[src/rtl/axis_frame_pkg.sv]
// Shared types and defaults for the AXI-Stream frame transmitter.
// The per-beat struct depends on module parameters, so it is declared
// inside axis_frame_tx; this package carries the FSM type and defaults.
package axis_frame_pkg;

    // Framing FSM: IDLE means no frame open, ACTIVE means a frame is open.
    typedef enum logic [0:0] {
        IDLE   = 1'b0,
        ACTIVE = 1'b1
    } frame_state_t;

    localparam int unsigned DATA_W_DEF = 16;
    localparam int unsigned KEEP_W_DEF = DATA_W_DEF / 8;

    // Byte-enable width for a given data width.
    function automatic int unsigned keep_width(input int unsigned data_w);
        return data_w / 8;
    endfunction

endpackage

[src/rtl/axis_skid_buf.sv]
// Two-entry valid/ready skid buffer with registered outputs.
// Entry 0 is the output register and entry 1 is the skid slot.
// in_ready is registered and drops only when both entries are held.
// level_next is the occupancy after the coming edge. The sender side uses it
// to register its own status flags in step with the buffer.
module axis_skid_buf
    import axis_frame_pkg::*;
#(
    parameter int unsigned W = 8
) (
    input  logic         clk,
    input  logic         rst_n,
    input  logic         in_valid,
    output logic         in_ready,
    input  logic [W-1:0] in_data,
    output logic         out_valid,
    input  logic         out_ready,
    output logic [W-1:0] out_data,
    output logic [1:0]   level_next
);

    logic         out_valid_q, out_valid_d;
    logic [W-1:0] out_data_q, out_data_d;
    logic         skid_valid_q, skid_valid_d;
    logic [W-1:0] skid_data_q, skid_data_d;
    logic         in_ready_q, in_ready_d;
    logic         push_s, pop_s;

    // Next-state for both entries and the registered ready flag.
    always_comb begin
        push_s       = in_valid && in_ready_q;
        pop_s        = out_valid_q && out_ready;
        out_valid_d  = out_valid_q;
        out_data_d   = out_data_q;
        skid_valid_d = skid_valid_q;
        skid_data_d  = skid_data_q;
        if (!out_valid_q) begin
            // Empty: a pushed beat lands directly in the output register.
            if (push_s) begin
                out_valid_d = 1'b1;
                out_data_d  = in_data;
            end else begin
                out_valid_d = 1'b0;
            end
        end else if (!skid_valid_q) begin
            // One entry: push and pop together keep occupancy at one.
            if (pop_s && push_s) begin
                out_data_d = in_data;
            end else if (pop_s) begin
                out_valid_d = 1'b0;
            end else if (push_s) begin
                skid_valid_d = 1'b1;
                skid_data_d  = in_data;
            end else begin
                out_valid_d = 1'b1;
            end
        end else begin
            // Full: in_ready is low, so only a pop can happen.
            if (pop_s) begin
                out_data_d   = skid_data_q;
                skid_valid_d = 1'b0;
            end else begin
                skid_valid_d = 1'b1;
            end
        end
        in_ready_d = !skid_valid_d;
        level_next = {1'b0, out_valid_d} + {1'b0, skid_valid_d};
    end

    // Buffer storage and ready flag; reset empties the buffer.
    always_ff @(posedge clk or negedge rst_n) begin
        if (!rst_n) begin
            out_valid_q  <= 1'b0;
            out_data_q   <= {W{1'b0}};
            skid_valid_q <= 1'b0;
            skid_data_q  <= {W{1'b0}};
            in_ready_q   <= 1'b0;
        end else begin
            out_valid_q  <= out_valid_d;
            out_data_q   <= out_data_d;
            skid_valid_q <= skid_valid_d;
            skid_data_q  <= skid_data_d;
            in_ready_q   <= in_ready_d;
        end
    end

    assign in_ready  = in_ready_q;
    assign out_valid = out_valid_q;
    assign out_data  = out_data_q;

endmodule

[src/rtl/axis_frame_tx.sv]
// AXI-Stream frame transmitter. It groups upstream words into frames of
// cfg_len beats, or ends a frame early on s_last. Each beat is tagged with
// keep/last/id/dest and goes through a 2-entry skid buffer to the master port.
// Optional feature macro: AXIS_FRAME_TX_SOF_EN. When it is defined, TUSER marks
// the first beat of each frame. Otherwise TUSER is 0 and the SOF bit is not stored.
module axis_frame_tx
    import axis_frame_pkg::*;
#(
    parameter int unsigned DATA_W = 16,
    parameter int unsigned ID_W   = 8,
    parameter int unsigned DEST_W = 1,
    parameter int unsigned LEN_W  = 8,
    parameter int unsigned CNT_W  = 16
) (
    input  logic                ACLK,
    input  logic                ARESETn,
    input  logic                s_valid,
    output logic                s_ready,
    input  logic [DATA_W-1:0]   s_data,
    input  logic [DATA_W/8-1:0] s_keep,
    input  logic                s_last,
    input  logic [LEN_W-1:0]    cfg_len,
    input  logic [ID_W-1:0]     cfg_id,
    input  logic [DEST_W-1:0]   cfg_dest,
    output logic                TVALID,
    input  logic                TREADY,
    output logic [DATA_W-1:0]   TDATA,
    output logic [DATA_W/8-1:0] TKEEP,
    output logic [DATA_W/8-1:0] TSTRB,
    output logic [ID_W-1:0]     TID,
    output logic [DEST_W-1:0]   TDEST,
    output logic                TUSER,
    output logic                TLAST,
    output logic                busy,
    output logic [CNT_W-1:0]    frame_cnt
);

    localparam int unsigned KEEP_W = DATA_W / 8;
    localparam logic [LEN_W-1:0] LEN_ONE = LEN_W'(1'b1);
    localparam logic [CNT_W-1:0] CNT_ONE = CNT_W'(1'b1);

    typedef struct packed {
        logic [DATA_W-1:0] data;
        logic [KEEP_W-1:0] keep;
        logic              last;
`ifdef AXIS_FRAME_TX_SOF_EN
        logic              sof;
`endif
        logic [ID_W-1:0]   id;
        logic [DEST_W-1:0] dest;
    } beat_t;

    frame_state_t      state_q, state_d;
    logic [LEN_W-1:0]  len_q, len_d;
    logic [ID_W-1:0]   id_q, id_d;
    logic [DEST_W-1:0] dest_q, dest_d;
    logic [LEN_W-1:0]  beat_cnt_q, beat_cnt_d;
    logic [CNT_W-1:0]  frame_cnt_q, frame_cnt_d;
    logic              busy_q, busy_d;

    logic              accept_s;
    logic              is_last_s;
    logic [LEN_W-1:0]  len_m1_s;
    logic [ID_W-1:0]   cur_id_s;
    logic [DEST_W-1:0] cur_dest_s;
    logic              skid_ready_s;
    logic              out_hs_s;
    logic [1:0]        level_next_s;
    beat_t             push_beat_s;
    beat_t             out_beat_s;

    // Framing FSM: tags the presented word and advances on acceptance.
    always_comb begin
        accept_s   = s_valid && skid_ready_s;
        len_m1_s   = len_q - LEN_ONE;
        state_d    = state_q;
        len_d      = len_q;
        id_d       = id_q;
        dest_d     = dest_q;
        beat_cnt_d = beat_cnt_q;
        is_last_s  = 1'b0;
        cur_id_s   = id_q;
        cur_dest_s = dest_q;
        case (state_q)
            IDLE: begin
                // The first word of a frame uses live cfg values and latches them.
                cur_id_s   = cfg_id;
                cur_dest_s = cfg_dest;
                is_last_s  = s_last || (cfg_len == LEN_ONE);
                if (accept_s) begin
                    len_d      = cfg_len;
                    id_d       = cfg_id;
                    dest_d     = cfg_dest;
                    beat_cnt_d = LEN_ONE;
                    state_d    = is_last_s ? IDLE : ACTIVE;
                end else begin
                    state_d = IDLE;
                end
            end
            ACTIVE: begin
                // len_q==0 gives len_m1 all-ones, so the frame has 2^LEN_W beats.
                is_last_s = s_last || (beat_cnt_q == len_m1_s);
                if (accept_s) begin
                    beat_cnt_d = beat_cnt_q + LEN_ONE;
                    state_d    = is_last_s ? IDLE : ACTIVE;
                end else begin
                    state_d = ACTIVE;
                end
            end
            default: begin
                state_d = IDLE;
            end
        endcase
    end

    // Beat assembly: s_keep counts only on the closing beat.
    always_comb begin
        push_beat_s.data = s_data;
        push_beat_s.keep = is_last_s ? s_keep : {KEEP_W{1'b1}};
        push_beat_s.last = is_last_s;
`ifdef AXIS_FRAME_TX_SOF_EN
        push_beat_s.sof  = (state_q == IDLE);
`endif
        push_beat_s.id   = cur_id_s;
        push_beat_s.dest = cur_dest_s;
    end

    axis_skid_buf #(
        .W($bits(beat_t))
    ) u_skid (
        .clk        (ACLK),
        .rst_n      (ARESETn),
        .in_valid   (s_valid),
        .in_ready   (skid_ready_s),
        .in_data    (push_beat_s),
        .out_valid  (TVALID),
        .out_ready  (TREADY),
        .out_data   (out_beat_s),
        .level_next (level_next_s)
    );

    // Completed-frame counter and busy flag, both registered from next-state.
    always_comb begin
        out_hs_s = TVALID && TREADY;
        if (out_hs_s && out_beat_s.last) begin
            frame_cnt_d = frame_cnt_q + CNT_ONE;
        end else begin
            frame_cnt_d = frame_cnt_q;
        end
        busy_d = (state_d == ACTIVE) || (level_next_s != 2'd0);
    end

    // State registers; reset discards any partial frame.
    always_ff @(posedge ACLK or negedge ARESETn) begin
        if (!ARESETn) begin
            state_q     <= IDLE;
            len_q       <= {LEN_W{1'b0}};
            id_q        <= {ID_W{1'b0}};
            dest_q      <= {DEST_W{1'b0}};
            beat_cnt_q  <= {LEN_W{1'b0}};
            frame_cnt_q <= {CNT_W{1'b0}};
            busy_q      <= 1'b0;
        end else begin
            state_q     <= state_d;
            len_q       <= len_d;
            id_q        <= id_d;
            dest_q      <= dest_d;
            beat_cnt_q  <= beat_cnt_d;
            frame_cnt_q <= frame_cnt_d;
            busy_q      <= busy_d;
        end
    end

    assign s_ready   = skid_ready_s;
    assign TDATA     = out_beat_s.data;
    assign TKEEP     = out_beat_s.keep;
    assign TSTRB     = out_beat_s.keep;
    assign TID       = out_beat_s.id;
    assign TDEST     = out_beat_s.dest;
    assign TLAST     = out_beat_s.last;
`ifdef AXIS_FRAME_TX_SOF_EN
    assign TUSER     = out_beat_s.sof;
`else
    assign TUSER     = 1'b0;
`endif
    assign busy      = busy_q;
    assign frame_cnt = frame_cnt_q;

endmodule

[config.mk]
export PLATFORM = sky130hd
export DESIGN_NAME = axis_frame_tx
export DESIGN_NICKNAME = d
export VERILOG_FILES = /design/src/rtl/axis_frame_pkg.sv /design/src/rtl/axis_skid_buf.sv /design/src/rtl/axis_frame_tx.sv
export SDC_FILE = /design/constraint.sdc
export NUM_CORES = 1
export LEC_CHECK = 0
export CORE_UTILIZATION = 27
export CTS_CLUSTER_SIZE = 30
export DETAILED_ROUTE_END_ITERATION = 7
export SLEW_MARGIN = 20
export SYNTH_ARGS = -nofsm -noshare
export SYNTH_HDL_FRONTEND = slang
export SYNTH_HIERARCHICAL = 1
export SYNTH_SLANG_ARGS = --single-unit
[constraint.sdc]
create_clock -name ACLK -period 3.3 [get_ports ACLK]
set_input_delay 0.495 -clock ACLK [delete_from_list [all_inputs] [get_ports ACLK]]
set_output_delay 0.495 -clock ACLK [all_outputs]
set_load 0.03 [all_outputs]
* After elaboration in Yosys (flattened, before gate mapping)
Cells that the tools add are included.
Widths: inputs -> output; s select.
** Word-level totals
- Logic and storage cells :: 66
- Register bits :: 102
** Operators by class
- Bitwise logic cells :: 4
- Eq/ne operators :: 6
- Muxes and demuxes :: 26
- $add $sub $neg :: 4
- Reduce and logical (&&, ||, !) cells :: 14
** Operators with widths (number)
- $mux 28 :: 5
- $mux 8 :: 3
- $add 16x1->16 const B :: 1
- $pmux 8 s2 :: 1
- $mux 1 :: 14
- $add 8x1->8 const B :: 1
- $eq 8x1->1 const B :: 1
- $eq 8x8->1 :: 1
- $sub 8x1->8 const B :: 1
- $ne 3x3->1 const B :: 2
- $reduce_and 5->1 :: 1
- $logic_and 1x1->1 :: 4
- $not 1->1 :: 4
- $pmux 1 s2 :: 2
- $reduce_and 2->1 :: 2
- $reduce_bool 2->1 :: 2
- $logic_or 1x1->1 :: 3
- $reduce_and 3->1 :: 1
- $add 1x1->2 :: 1
- $mux 2 :: 1
- $ne 2x1->1 const B :: 1
- $ne 2x2->1 const B :: 1
- $logic_not 1->1 :: 1

* Depth between registers and ports, before layout
Gate-level depths: netlist of the first run.
- Depth after elaboration :: 9
- Mapped depth :: 10
- Gate-level depth less buffers :: 10

* Cells and area by module
Netlist of the first run, hierarchy kept.
** Modules (own cells, without submodules)
- axis_skid_buf :: times used 1, seq. area each 1476.4 sq um, area an instance 2767.7 sq um, cells each 168
- axis_frame_tx :: times used 1, seq. area each 1076.0 sq um, area an instance 2220.9 sq um, cells each 200

* Worst setup path after synthesis of the first run
No wires, ideal clock.
- Path type :: register to register
- From :: reg len_q[0]
- To :: reg u_skid.out_data_q[10] (netlist: u_skid/out_data[10])
- Data required time :: 3.175 ns
- Stages on the path, launching flop included :: 9
- Library setup time :: 0.125 ns
- Arrival time :: 2.409 ns
- Clock period less this slack :: 2.534 ns
- Path slack :: 0.766 ns
- Path through :: dfrtp_1 > inv_1 > ha_1 > xnor2_1 > or4_4 > o41ai_4 > nand2_1 > mux2_4 > mux2_4
** RTL lines
- start, declared :: RTL line axis_frame_tx.sv:54 : logic [LEN_W-1:0] len_q, len_d;
- start signal, assigned :: RTL line axis_frame_tx.sv:157 : len_q <= {LEN_W{1'b0}};
- start signal, assigned :: RTL line axis_frame_tx.sv:165 : len_q <= len_d;
- end signal, assigned :: RTL line axis_skid_buf.sv:74 : out_data_q <= {W{1'b0}};
- end signal, assigned :: RTL line axis_skid_buf.sv:80 : out_data_q <= out_data_d;
- end, declared :: RTL line axis_skid_buf.sv:23 : logic [W-1:0] out_data_q, out_data_d;

==> results by group, run 1 <==
Worst setup path
  – Crit Reg-Reg Startpoint: len_q[0]
  – Crit-path max cell delay: 0.50 ns
  – Critical path data arrival time: 2.99 ns
  – Critical path type: register to register
  – Crit Path Max Fanout: 5
  – FF-to-FF path depth: 9
  – CP Launch Type: register
  – Slowest-stage cell, CP: or4_4
  – CP Cell Sequence: inv_1 > ha_1 > and2b_1 > a31oi_1 > or4_4 > o41ai_4 > nand2_1 > mux2_4 > mux2_4
  – CP delay by family, top: simple AND/OR/NAND/NOR gates
  – WP buf/inv: 1
  – Flop-to-flop setup slack: 0.54 ns
  – Critical Path Sink Type: register
  – RR Endpoint: u_skid/out_data[11]
  – Most used cell along the critical path: mux2_4
  – Required @ worst endpoint: 3.54 ns

Clocking
  – Root Buffer Master: clkbuf_16
  – Setup bufs post-CTS: 0
  – CTS buffer count: 9
  – H-tree levels: 3
  – Bufs on Longest Clock Path: 2
  – Reg clk slew, reported paths: 0.07 ns
  – Latest clock arrival within the worst-skew pair: 0.35 ns
  – PostCTS Resize Cnt: 0
  – Clock sink count: 102
  – CTS tree: built
  – # hold bufs at CTS: 0

Logic synthesis
  – Post-synth top flop: dfrtp_1
  – Cells after Synth: 368
  – Unique masters post-synth: 45
  – Asr flop ratio synth: 100%
  – Average cell area after synthesis: 13.6 µm²
  – Mapped Area: 4990 µm²
  – EDFF count, synth: 0
  – #FFs+latches synth: 102
  – Sequential fraction of the synthesis area: 51.2%
  – Ys Warns: 6
  – Syn_nets: 411

STA
  – Final Critical Period: 2.76 ns
  – Setup tns final: 0 ns
  – Max-slew headroom: 45.4%
  – Clock skew: 0.00720 ns
  – RSZ-0062 raised after global routing: false
  – Slew @ Worst Pin: 0.818 ns
  – Setup violators final: 0
  – FMAX: 0.362 GHz
  – Final Hold Fails: 0
  – Slew Viols, Final: 0
  – Tcrit/Tclk final: 83.6%

Placement
  – GPL Wtd Cong: 0.795
  – Post-DP HPWL: 6.97 mm
  – Number of buffers added on ports: 88
  – Placed Area: 6070 µm²

Power and ir drop
  – Peak VDD IR: 0.403 mV
  – P per Cell Area: 986 nW/µm²
  – Static Leakage: 2.75 nW

Global routing
  – Overall global routing resource usage: 11.5%
  – Grt total ovfl: 0
  – Vias in the first global route: 3193
  – Initial antenna violation count: 0
  – First-pass GRT wire length: 16.5 mm
  – Largest net degree at the start of global routing: 53

Layout
  – Register Area: 2550 µm²
  – Share of cells above drive strength 1: 29.8%
  – Diode count: 0
  – Footprint of the multi-input gates: 2280 µm²
  – Most frequent cells in the layout: 102 x dfrtp_1, 87 x clkdlybuf4s50_1, 67 x mux2_2
  – Most common cell after layout, fill and taps aside: dfrtp_1
  – Finished Cell Area: 6380 µm²
  – Final net count: 497
  – Fill count: 1816
  – Area grow syn2layout: 27.9%

Floorplan
  – Die Wd: 138 µm
  – Die Ht: 138 µm
  – Row count: 49
  – Initial Utilization: 27.7%
  – Full die area: 19000 µm²
  – I/O pin cnt: 90
  – Core area: 18000 µm²

Route
  – DR WL/cell: 15.0 µm
  – DR pass1 iterations: 4
  – Iter 0 DRT Violations: 64
  – WL final: 10.3 mm
  – Post-route ant nets: 0
  – Routed vias: 3087
  – Vias per inst: 4.49
  – DRC viols: 0

Flow run
  – Max Cap Viol: 0

Min path
  – Hold WC Path Type: input port to async pin

Status
  – Outcome: finished clean
## flip-flops by register name, indices dropped and copies added (netlist names)
name / flops
frame_cnt: 16
u_skid/skid_data_q: 28
len_q: 8
id_q: 8
state_q: 1
u_skid/skid_valid_q: 1
u_skid/out_data: 28
u_skid/in_ready: 1
beat_cnt_q: 8
busy: 1
u_skid/out_valid: 1
dest_q: 1
## Yosys cell counts (all sizes together) (2+ instances only)
cell	instances	share of area, %
a21o	5	0.75
a21oi	4	0.63
a22o	3	0.53
a31oi	2	0.25
and2	3	0.38
and3	4	0.50
and4	3	0.53
buf	13	2.3
clkbuf	5	0.38
dfrtp	102	51
ha	3	0.75
inv	7	0.53
mux2	108	27
mux2i	3	0.60
nand2	22	1.7
nand3	9	0.90
nand4	4	0.50
nor2	13	1.1
nor2b	4	0.50
nor3	5	0.73
o21ai	6	0.60
xnor2	19	3.3
xor2	9	1.6
## how the worst max path moves through the flow
stage                     startpoint                  end  slack [ns]  depth (start not counted)
final                       len_q[0]  u_skid/out_data[11]        0.54                          9
after global routing        len_q[0]  u_skid/out_data[10]        0.36                          9
after CTS                   len_q[0]  u_skid/out_data[10]        0.53                          9
after detailed placement    len_q[0]  u_skid/out_data[11]        0.55                          9
after global placement      len_q[0]  u_skid/out_data[10]        0.63                          9
after floorplan             len_q[0]  u_skid/out_data[10]        0.77                          8
## where the power goes
| part | internal, W | switching, W |
|---|---|---|
| Combinational | 0.00161 | 0.00132 |
| Sequential | 0.00180 | 0.000454 |
| Clock | 0.000630 | 0.000472 |
## routing by layer
layer	GRT usage (%)	part of all wire [%]	wire, µm	vias to the layer above
li1	-	-	-	1466
met1	14.5	45	4630	1556
met2	18.5	50	5110	54
met3	3.18	4.0	417	11
met4	4.41	1.5	156	0
met5	0	0	0	-
## worst reg2reg max path, stage by stage, from the launching register on
cell     delay (ns)
dfrtp_1        0.43
inv_1          0.10
ha_1           0.20
and2b_1        0.20
a31oi_1        0.10
or4_4          0.51
o41ai_4        0.46
nand2_1        0.12
mux2_4         0.28
mux2_4         0.26
## layout make-up
type                    instances  share of cell area [%]
inverters                       7                   0.412
flip-flops and latches        102                    40.0
repair buffers                 93                    14.5
clock buffers                  11                    3.96
clock inverters                 5                   0.902
multi-input cells             241                    35.7
well taps                     229                    4.49
## cells by family after synthesis
| kind of cell | count (synthesis) | share of synthesized area (%) |
|---|---|---|
| buf+inv | 25 | 3.21 |
| fa+ha+maj | 3 | 0.753 |
| flops | 102 | 51.2 |
| other cells | 1 | 0.0752 |
| compound gates | 25 | 4.01 |
| xor+xnor | 28 | 4.92 |
| simple gates | 73 | 7.88 |
| mux | 111 | 28.0 |
## stage by stage
stage / worst slack, ns / hold WS [ns] / std cells / utilization (%) / total power (W)
2_1_floorplan: 0.766 / 0.199 / 368 / - / 0.00438
3_3_place_gp: 0.626 / 0.456 / 672 / 33.7 / 0.00516
3_5_place_dp: 0.546 / 0.462 / 672 / 33.7 / 0.00525
4_1_cts: 0.531 / 0.202 / 688 / 35.4 / 0.00640
5_1_grt: 0.364 / 0.225 / 688 / 35.4 / 0.00666
6_report: 0.541 / 0.179 / 688 / 35.4 / 0.00629
(Power assumes the default switching activity.)
==> run 2, diff against run 1 <==
==> constraint.sdc (replaced) <==
create_clock -name ACLK -period 2.26 [get_ports ACLK]
set_input_delay 0.339 -clock ACLK [delete_from_list [all_inputs] [get_ports ACLK]]
set_output_delay 0.339 -clock ACLK [all_outputs]
set_load 0.03 [all_outputs]
==> run 2 against run 1 <==
  * Largest cell class unchanged
  * Register-to-register slack got worse by 0.74 ns
  * Highest routed layer unchanged
  * The flow now finishes with violations (setup timing)
  * Critical path depth shrank 1
  * Global-route usage grew 0.56 points
  * Sequential cell count did not move
  * Non-clock buffer count increased by 23
  * Count of clock-buffer cells in the layout stayed put
  * Die area unchanged
==> results by group, run 2 (same netlist as run 1, synthesis figures left out) <==
STA
  – Slew Viols, Final: 0
  – Worst setup margin: -0.196 ns
  – FMAX: 0.407 GHz
  – Tcrit/Tclk final: 109%
  – Final Critical Period: 2.46 ns
  – Max-slew headroom: 61.7%
  – RSZ-0062 raised after global routing: true
  – Final Hold Fails: 0
  – Slew @ Worst Pin: 0.574 ns
  – Clock skew: 0.00634 ns
  – Setup violators final: 4

Floorplan
  – Full die area: 19000 µm²
  – Die Wd: 138 µm
  – Core area: 18000 µm²
  – Initial Utilization: 27.7%
  – Die Ht: 138 µm
  – Row count: 49
  – I/O pin cnt: 90

Worst setup path
  – Flop-to-flop setup slack: -0.20 ns
  – Critical path type: register to register
  – RR Endpoint: u_skid/out_data[11]
  – Crit Path Max Fanout: 3
  – FF-to-FF path depth: 8
  – Critical path data arrival time: 2.69 ns
  – Critical Path Sink Type: register
  – Crit Reg-Reg Startpoint: len_q[0]
  – Required @ worst endpoint: 2.50 ns
  – CP Launch Type: register

Power and ir drop
  – Static Leakage: 2.88 nW
  – P per Cell Area: 1430 nW/µm²
  – Peak VDD IR: 0.497 mV

Layout
  – Fin util: 36.7%
  – Most frequent cells in the layout: 102 x dfrtp_1, 87 x clkdlybuf4s50_1, 66 x mux2_2
  – Finished Cell Area: 6620 µm²
  – Final net count: 520
  – Area grow syn2layout: 32.8%
  – Most common cell after layout, fill and taps aside: dfrtp_1
  – Share of cells above drive strength 1: 34.7%
  – Diode count: 0

Placement
  – Post-DP HPWL: 7.30 mm
  – Number of buffers added on ports: 88
  – GPL Wtd Cong: 0.807
  – Placed Area: 6260 µm²
  – Pre-CTS WS: -0.260 ns

Global routing
  – Overall global routing resource usage: 12.0%
  – Initial antenna violation count: 0
  – Grt total ovfl: 0
  – First-pass GRT wire length: 17.3 mm
  – Largest net degree at the start of global routing: 103
  – Vias in the first global route: 3370

Clocking
  – CTS buffer count: 9
  – Latest clock arrival within the worst-skew pair: 0.35 ns
  – Reg clk slew, reported paths: 0.07 ns
  – Clock sink count: 102
  – Bufs on Longest Clock Path: 2
  – # hold bufs at CTS: 0
  – CTS tree: built
  – Root Buffer Master: clkbuf_16
  – H-tree levels: 3

Route
  – DR WL/cell: 15.1 µm
  – Routed vias: 3183
  – WL final: 10.7 mm
  – DRC viols: 0
  – Post-route ant nets: 0
  – DR pass1 iterations: 4
  – Iter 0 DRT Violations: 129
  – Vias per inst: 4.48

Status
  – Failing checks: setup timing
  – Outcome: complete, but fails checks

Min path
  – Hold WC Path Type: input port to async pin

Flow run
  – Max Cap Viol: 0
-- run 2: worst max-delay path by stage --
stage | to | from | slack (ns)
finish | u_skid/out_data[11] | len_q[0] | -0.20
global route | u_skid/out_data[10] | len_q[0] | -0.29
CTS | u_skid/out_data[11] | len_q[1] | -0.23
detailed placement | u_skid/out_data[11] | len_q[0] | -0.26
global placement | u_skid/out_data[11] | len_q[0] | -0.20
floorplan | u_skid/out_data[10] | len_q[0] | -0.16
-- run 2: where the power goes --
group          switching [W]  internal [W]  leakage [nW]
logic                0.00216       0.00267          1.51
clock network       0.000683      0.000768         0.135
registers           0.000583       0.00264          1.24
-- run 2: per-stage QoR --
| stage | setup TNS, ns | cells | power, W | hold slack [ns] |
|---|---|---|---|---|
| floorplan | -0.312 | 368 | 0.00643 | 0.0434 |
| global placement | -0.458 | 691 | 0.00781 | 0.451 |
| detailed placement | -0.611 | 691 | 0.00797 | 0.460 |
| CTS | -0.711 | 710 | 0.00955 | 0.0750 |
| global route | -0.953 | 710 | 0.0101 | 0.105 |
| finish | -0.536 | 710 | 0.00950 | 0.0489 |
-- run 2: final cells by class --
| type | count | area (µm²) |
|---|---|---|
| clock buffers | 11 | 243 |
| clock inverters | 4 | 23.8 |
| fillers | 1762 | 11400 |
| inverters | 7 | 26.3 |
| multi-input cells | 241 | 2340 |
| flip-flops and latches | 102 | 2550 |
| well taps | 229 | 287 |
| repair buffers | 116 | 1150 |
-- run 2: what timing repair did --
action	in CTS	in global routing
endpoints found under the setup margin	6	8
gates resized for setup	4	9
setup buffers	4	1
pin swaps	4	5
-- run 2: routing by layer --
layer  wire length, µm  global-route usage, %  part of all wire [%]  up-vias
li1                  -                      -                     -     1511
met1              4860                   14.7                    45     1608
met2              5310                   20.1                    50       48
met3               341                   3.14                   3.2       16
met4               187                   4.89                   1.7        0
met5                 0                      0                     0        -
-- run 2: worst max-delay path, stage by stage, from the launching register on --
cell	delay, ns
dfrtp_1	0.40
inv_2	0.08
ha_4	0.20
xnor2_1	0.12
or4_4	0.54
o41ai_4	0.36
nand2_1	0.12
mux2_4	0.27
mux2_4	0.25
